--- config.mk ---
export PLATFORM = sky130hd
export DESIGN_NAME = ssd_keypad_scan
export DESIGN_NICKNAME = d
export VERILOG_FILES = /design/src/rtl/ssd_keypad_scan.sv
export SDC_FILE = /design/constraint.sdc
export NUM_CORES = 1
export LEC_CHECK = 0
export BUFFER_PORTS_ARGS = -buffer_cell sky130_fd_sc_hd__clkbuf_2
export CORE_MARGIN = 4
export CORE_UTILIZATION = 45
export DETAILED_ROUTE_END_ITERATION = 10
export GPL_ROUTABILITY_DRIVEN = 0
export PLACE_DENSITY = 0.73
export RECOVER_POWER = 100
export SKIP_CTS_REPAIR_TIMING = 1
export SYNTH_ARGS = -nofsm -noshare
export SYNTH_HDL_FRONTEND = slang
export SYNTH_SLANG_ARGS = --single-unit
--- constraint.sdc ---
create_clock -name clk -period 3 [get_ports clk]
set_input_delay 0.6 -clock clk [delete_from_list [all_inputs] [get_ports clk]]
set_output_delay 0.6 -clock clk [all_outputs]
set_load 0.02 [all_outputs]
--- src/rtl/ssd_keypad_scan.sv ---
// -----------------------------------------------------------------------------
// ssd_keypad_scan
//   Keypad-entry buffer plus a time-multiplexed seven-segment driver for
//   NUM_DIGITS hex digits. Key presses are edge-detected and written into
//   the digit buffer, either by shifting in from the right or by overwriting
//   the digit under a wrapping cursor. A refresh counter scans the digits,
//   and each scanned digit is decoded into registered segment and enable
//   outputs. Digits that have not been written are shown blank.
//
// Ports
//   clk          system clock (single domain)
//   rst          synchronous active-high reset
//   key_code     decoded hex value of the current key
//   key_pressed  level, high while any key is held
//   mode         0 = shift entry, 1 = cursor overwrite
//   clear        synchronous clear of valid bits, cursor and entry count
//   seg          segments {a,b,c,d,e,f,g}, active-high, registered
//   digit_en     one-hot enable of the scanned digit, registered
//   chip_sel     bit 0 of the scanned digit index (two-digit PmodSSD)
//   entry_count  number of written digits, saturating at NUM_DIGITS
// -----------------------------------------------------------------------------
module ssd_keypad_scan #(
   parameter int NUM_DIGITS  = 2,
   parameter int REFRESH_DIV = 125_000
) (
   input  logic                              clk,
   input  logic                              rst,
   input  logic [3:0]                        key_code,
   input  logic                              key_pressed,
   input  logic                              mode,
   input  logic                              clear,
   output logic [6:0]                        seg,
   output logic [NUM_DIGITS-1:0]             digit_en,
   output logic                              chip_sel,
   output logic [$clog2(NUM_DIGITS+1)-1:0]   entry_count
);

   localparam int IDX_W = $clog2(NUM_DIGITS);
   localparam int CNT_W = $clog2(REFRESH_DIV);
   localparam int ENT_W = $clog2(NUM_DIGITS + 1);

   localparam logic [IDX_W-1:0] LAST_IDX = IDX_W'(NUM_DIGITS - 1);
   localparam logic [CNT_W-1:0] LAST_CNT = CNT_W'(REFRESH_DIV - 1);
   localparam logic [ENT_W-1:0] FULL_CNT = ENT_W'(NUM_DIGITS);

   logic [NUM_DIGITS-1:0] valid;
   logic [3:0]            code [NUM_DIGITS];
   logic [IDX_W-1:0]      cursor;
   logic [IDX_W-1:0]      scan_idx;
   logic [CNT_W-1:0]      scan_cnt;
   logic                  pressed_q;
   logic                  armed;
   logic                  key_event;
   logic                  take_key;

   // A key that is already held when reset is released must not count as a
   // press: 'armed' only goes high once key_pressed has been seen low.
   assign key_event = key_pressed & ~pressed_q & armed;
   assign take_key  = key_event & ~clear;

   function automatic logic [6:0] hex_to_seg(input logic [3:0] v);
      logic [6:0] s;
      case (v)
         4'h0:    s = 7'b1111110;
         4'h1:    s = 7'b0110000;
         4'h2:    s = 7'b1101101;
         4'h3:    s = 7'b1111001;
         4'h4:    s = 7'b0110011;
         4'h5:    s = 7'b1011011;
         4'h6:    s = 7'b1011111;
         4'h7:    s = 7'b1110000;
         4'h8:    s = 7'b1111111;
         4'h9:    s = 7'b1111011;
         4'hA:    s = 7'b1110111;
         4'hB:    s = 7'b0011111;
         4'hC:    s = 7'b1001110;
         4'hD:    s = 7'b0111101;
         4'hE:    s = 7'b1001111;
         default: s = 7'b1000111;
      endcase
      return s;
   endfunction

   // ---- entry control: edge detect, valid bits, cursor, count ----
   always_ff @(posedge clk) begin
      if (rst) begin
         valid       <= '0;
         cursor      <= '0;
         entry_count <= '0;
         pressed_q   <= 1'b0;
         armed       <= 1'b0;
      end else begin
         // pressed_q tracks the key even while clear is high, so a key held
         // through a clear does not fire again afterwards.
         pressed_q <= key_pressed;
         if (!key_pressed) armed <= 1'b1;
         if (clear) begin
            valid       <= '0;
            cursor      <= '0;
            entry_count <= '0;
         end else if (key_event) begin
            if (entry_count != FULL_CNT) entry_count <= entry_count + 1'b1;
            if (mode) begin
               valid[cursor] <= 1'b1;
               cursor        <= (cursor == LAST_IDX) ? '0 : cursor + 1'b1;
            end else begin
               valid <= {valid[NUM_DIGITS-2:0], 1'b1};
            end
         end
      end
   end

   // ---- digit code storage (meaningless while the matching valid is low) ----
   always_ff @(posedge clk) begin
      if (take_key) begin
         if (mode) begin
            code[cursor] <= key_code;
         end else begin
            for (int i = NUM_DIGITS - 1; i > 0; i--) code[i] <= code[i-1];
            code[0] <= key_code;
         end
      end
   end

   // ---- refresh counter and scan index ----
   always_ff @(posedge clk) begin
      if (rst) begin
         scan_cnt <= '0;
         scan_idx <= '0;
      end else if (scan_cnt == LAST_CNT) begin
         scan_cnt <= '0;
         scan_idx <= (scan_idx == LAST_IDX) ? '0 : scan_idx + 1'b1;
      end else begin
         scan_cnt <= scan_cnt + 1'b1;
      end
   end

   // ---- output register: seg, digit_en and chip_sel share one stage ----
   always_ff @(posedge clk) begin
      if (rst) begin
         seg      <= '0;
         digit_en <= NUM_DIGITS'(1);
         chip_sel <= 1'b0;
      end else begin
         seg      <= valid[scan_idx] ? hex_to_seg(code[scan_idx]) : 7'b0000000;
         digit_en <= NUM_DIGITS'(1) << scan_idx;
         chip_sel <= scan_idx[0];
      end
   end

endmodule

# After elaboration in Yosys (flattened, before gate mapping)
# Memories as Yosys holds them, arrays and structs flattened. A register that Yosys moved wholly into a read port is not among the register bits.
# Index checks and enable logic that the tools add are counted.
dict set report word_totals {
  ff_bits 28
  mem_bits_rw 8
  rom_bits 112
  output_inout_bits 12
  mem_count 2
}
# memory words word_bits rd rd_ports_with_merged_regs wr line_no
set mem_list {}
lappend mem_list {{(no name shown)} 16 7 1 1 0 63} ;# case (v)
lappend mem_list {code 2 4 2 1 2 47} ;# logic [3:0] code [NUM_DIGITS];
dict set report classes {
  n_addsub 4
  magnitude_cmp 3
  n_eq_ne 2
  shift 1
  muxes 18
  bitwise 7
  reduce_logical 7
}
# operator n
set op_table {}
lappend op_table {{adder 17 x 1 -> 17 bit (second input constant)} 1}
lappend op_table {{== test 17 bit (second input constant)} 1}
lappend op_table {{two-way mux 1 bit} 15}
lappend op_table {{OR reduction 2 bit} 3}
lappend op_table {{less-than comparator 1 x 2 -> 1 bit (second input constant)} 2}
lappend op_table {{two-way mux 4 bit} 1}
lappend op_table {{AND reduction 2 bit} 2}
lappend op_table {{OR reduction 4 bit} 1}
lappend op_table {{bitwise AND 1 bit} 3}
lappend op_table {{inverter 1 bit} 3}
lappend op_table {{adder 1 bit (second input constant)} 2}
lappend op_table {{adder 2 x 1 -> 2 bit (second input constant)} 1}
lappend op_table {{two-way mux 2 bit} 1}
lappend op_table {{inequality test 2 bit (second input constant)} 1}
lappend op_table {{bitwise OR 2 bit} 1}
lappend op_table {{left shift 1 x 1 -> 2 bit (first input constant)} 1}
lappend op_table {{demux 1 bit (select 1 bit)} 1}
lappend op_table {{>= comparator 1 bit (second input constant)} 1}
lappend op_table {{logical AND 1 bit} 1}

# Depth between registers and ports, before layout
dict set report depth {
  depth_word 8
  depth_mapped 7
  ltp_nobuf 6
}

# Worst setup path before layout
# No wires, ideal clock.
dict set report synth_path {
  path_type {register -> register}
  startpoint {register (tool-made name)}
  endpoint {register seg[6]}
  setup_time_ps 70
  t_arrival_ps 1790
  required_time_ps 2930
  slack_ps 1140
  stages_incl_launch_ff 7
  path_cell_list {dfxtp_1 clkbuf_1 mux2i_1 inv_1 ha_1 or3_1 a21oi_1}
}
# item line_no
set synth_lines {}
lappend synth_lines {{to (decl)} 32} ;# output logic [6:0] seg,

# Worst setup path after layout
dict set report layout_path {
  startpoint {register scan_cnt[2]}
  endpoint {register scan_cnt[16]}
}
dict set report layout_via {
  elab_chain_len 2
  elab_cells_between_ends 3
}
# item line_no
set layout_rtl {}
lappend layout_rtl {{from (decl)} 50} ;# logic [CNT_W-1:0] scan_cnt;
lappend layout_rtl {{from (signal assigned)} 134} ;# scan_cnt <= scan_cnt + 1'b1;
lappend layout_rtl {{parallel branches: the longest is 2 deep, another holds adder 17 x 1 -> 17 bit} --}
# Parallel ways; which one is timed is not known.
# A chain may end at the register's enable or synchronous reset.

==> results.toml <==
[yosys]
yosysTopAreaCell = "dfxtp_1"
yosys_warnings = 0
syn-mean-instance-area_um2 = 9.97
synth-seq-cells = 43
yosysSeqAreaShare = 0.477
netlist_top_cells_area = "dfxtp_1 (35%), edfxtp_1 (12%), xnor2_1 (6.7%), ha_1 (5.7%), mux2_2 (5.7%)"
netlist_instances = 198
ys_types = 32
synth_top_area_frac = 0.355
syn_area_um2 = 1970
syn_nets = 216

[power]
internal_power_uw = 776
pwr-share-seq = 0.605
p_comb_frac = 0.052
power.total_mw = 1.00
pwr-share-clk = 0.343
swShare = 0.225
switching_power_uw = 225
power_leakage_nw = 0.730
ir_worst_vdd_mv = 0.241
p_per_area_nw_per_um2 = 464

[place]
dp.cells = 264
port_buffers = 20
post_dp_cell_area_um2 = 2100
place_hpwl_um = 2380

[global_route]
grt_pass1_wl_um = 5510
overflow = 0
grt_max_degree = 18
grtUsageTotal = 0.131
grtUsageMet1 = 0.175
grt_pass1_vias = 1228
grt-busiest-layer = "met2"
grtUsageMet3 = 0.0405
antenna_found_initial = 0
grt_use_met2 = 0.198

[final_layout]
nNetsFinal = 239
utilization = 0.524
final_cells = 272
finalInstanceArea_um2 = 2160
drive_gt1_frac = 0.0856
diodes = 0
areaGrowthSynthToFinish_pct = 9.32

[die]
initial_core_util = 0.480
die_w_um = 74.2
core_um2 = 4120
dieArea_um2 = 5510
ios = 21
die_y_um = 74.2
rows = 23

[critical_path]
crit_type = "reg2reg"
crit_required_ps = 3140
crit_path_max_fanout = 17
r2r_start = "scan_cnt[2]$_SDFF_PP0_"
cp_cell_sequence = "or4b_1 -> o41ai_4 -> nor2_1"
cp_data_arrival_time_ps = 2240
crit_start = "scan_cnt[2]$_SDFF_PP0_"
critPathLaunchType = "flop"
cp_num_buf_inv = 0
worstSetupEndpointType = "flop"
critical-path-top-delay-family = "compound AO/OA/AOI/OAI gates"
slowest_stage = "o41ai_4"
max_stage_delay_ps = 860

[detailed_routing]
drc = 0
postRouteAntennaNets = 0
wl_per_cell_um = 12.0
vias = 1424
firstDrtPassIters = 4
drt-initial-drc-count = 108
vias_per_cell = 5.24
routed_wirelength_um = 3270

[cts]
clk_pin_slew_ps = 70
cts_tree = "yes"
numClockSinks = 43
clock_latency_ps = 290
htreeDepth = 2
clockBufferDepth = 2
cts_buffers = 5
root_buffer = "clkbuf_8"

[sta]
setup_viol = 0
timing.final.max_slew_violations = 0
tightest_slew_ps = 889
max_freq_ghz = 0.476
fin_skew_ps = 7.68
rsz0062_at_grt = "false"
fin_crit_ps = 2100
tns_ps = 0
slew_headroom = 0.405
final_hold_viol_count = 0
fin_crit_sh = 0.700

[worst_hold_path]
hp-class = "reg2reg"
holdCritStartpoint = "armed$_SDFFE_PP0N_"

[run]
cap_viol_max_count = 0

[run_status]
status = "finished, final reports clean"
## synthesized netlist by cell type
master	number
o21ai_0	3
nand4_1	5
a311oi_1	1
nand3_1	8
buf_4	2
or3_1	1
nor4_1	6
or4b_4	1
clkbuf_1	1
a221oi_1	3
buf_6	1
nor2b_1	3
xnor2_1	15
a2111oi_0	1
dfxtp_1	35
nor3_1	14
nor2_1	30
clkbuf_8	1
xor2_1	2
mux2i_1	3
nor3b_1	2
edfxtp_1	8
nor4b_1	1
nand2_1	11
a21oi_1	4
nand3b_1	2
mux2_2	10
inv_1	10
a211oi_1	3
ha_1	9
o41ai_4	1
and3b_1	1
## worst reg2reg max path: cells and delay by family (launching register included)
family / cells / cell delay (ps)
and+or+nand+nor: 2 / 660
DFF: 1 / 440
AOI/OAI and AO/OA: 1 / 860
## cell usage in the layout, fill, tap and decap left out, drive strengths merged, types with 2 or more instances in the layout
cell	count
dfxtp	35
nor2	30
clkbuf	25
xnor2	15
nor3	14
nand2	11
inv	10
mux2	10
ha	9
nand3	8
edfxtp	8
nor4	6
nand4	5
a21oi	4
mux2i	3
nor2b	3
o21ai	3
a221oi	3
a211oi	3
nand3b	2
nor3b	2
xor2	2
clkinv	2
## state kept, by name, indices dropped and copies added (netlist names), named ones only
signal / count
armed: 1
code: 8
cursor: 1
digit_en: 2
entry_count: 2
pressed_q: 1
scan_cnt: 17
scan_idx: 1
seg: 7
valid: 2
## metal layers
layer	wire [µm]	vias up	share of wire
li1	-	740	-
met1	1600	647	0.49
met2	1420	32	0.43
met3	184	5	0.056
met4	58	0	0.018
met5	0	-	0
## stage by stage
| stage | worst slack (ps) | hold slack, ps |
|---|---|---|
| 2_1_floorplan | 1140 | 432 |
| 3_3_place_gp | 943 | 447 |
| 3_5_place_dp | 908 | 451 |
| 4_1_cts | 898 | 462 |
| 5_1_grt | 728 | 494 |
| 6_report | 899 | 460 |
## power groups by stage
stage,Combinational [mW],Sequential [mW],Clock (mW)
after floorplan,0.0403,0.619,0
after global placement,0.0532,0.618,0
after detailed placement,0.0544,0.618,0
after CTS,0.0549,0.605,0.363
after global routing,0.0592,0.606,0.380
final,0.0521,0.605,0.344
## worst paths after layout
check                           slack, ps                      end  depth (start not counted)
worst max-delay path                  900  scan_cnt[16]$_SDFF_PP0_                          3
worst min-delay path                  460       armed$_SDFFE_PP0N_                          2
worst max register to register        900  scan_cnt[16]$_SDFF_PP0_                          3
worst min register to register        460       armed$_SDFFE_PP0N_                          2
## kinds of logic (layout without fill, tap and decap cells)
logic type | Yosys count | count (layout) | share of synthesized area
AO/OA/AOI/OAI | 16 | 16 | 0.0653
XOR/XNOR | 17 | 17 | 0.0754
adder cells (fa/ha/maj) | 9 | 9 | 0.0570
buffers and inverters | 15 | 39 | 0.0412
flip-flops | 43 | 43 | 0.477
multiplexers | 13 | 13 | 0.0722
AND/OR/NAND/NOR | 85 | 85 | 0.212
## final cells by class
class / instances / area (µm²)
fillers: 389 / 1960
multi-input cells: 140 / 948
flip-flops and latches: 43 / 941
repair buffers: 21 / 85.1
clock buffers: 5 / 68.8
well taps: 50 / 62.6
inverters: 10 / 37.5
clock inverters: 3 / 15.0
Note: power is estimated with default switching activity, not from simulation.
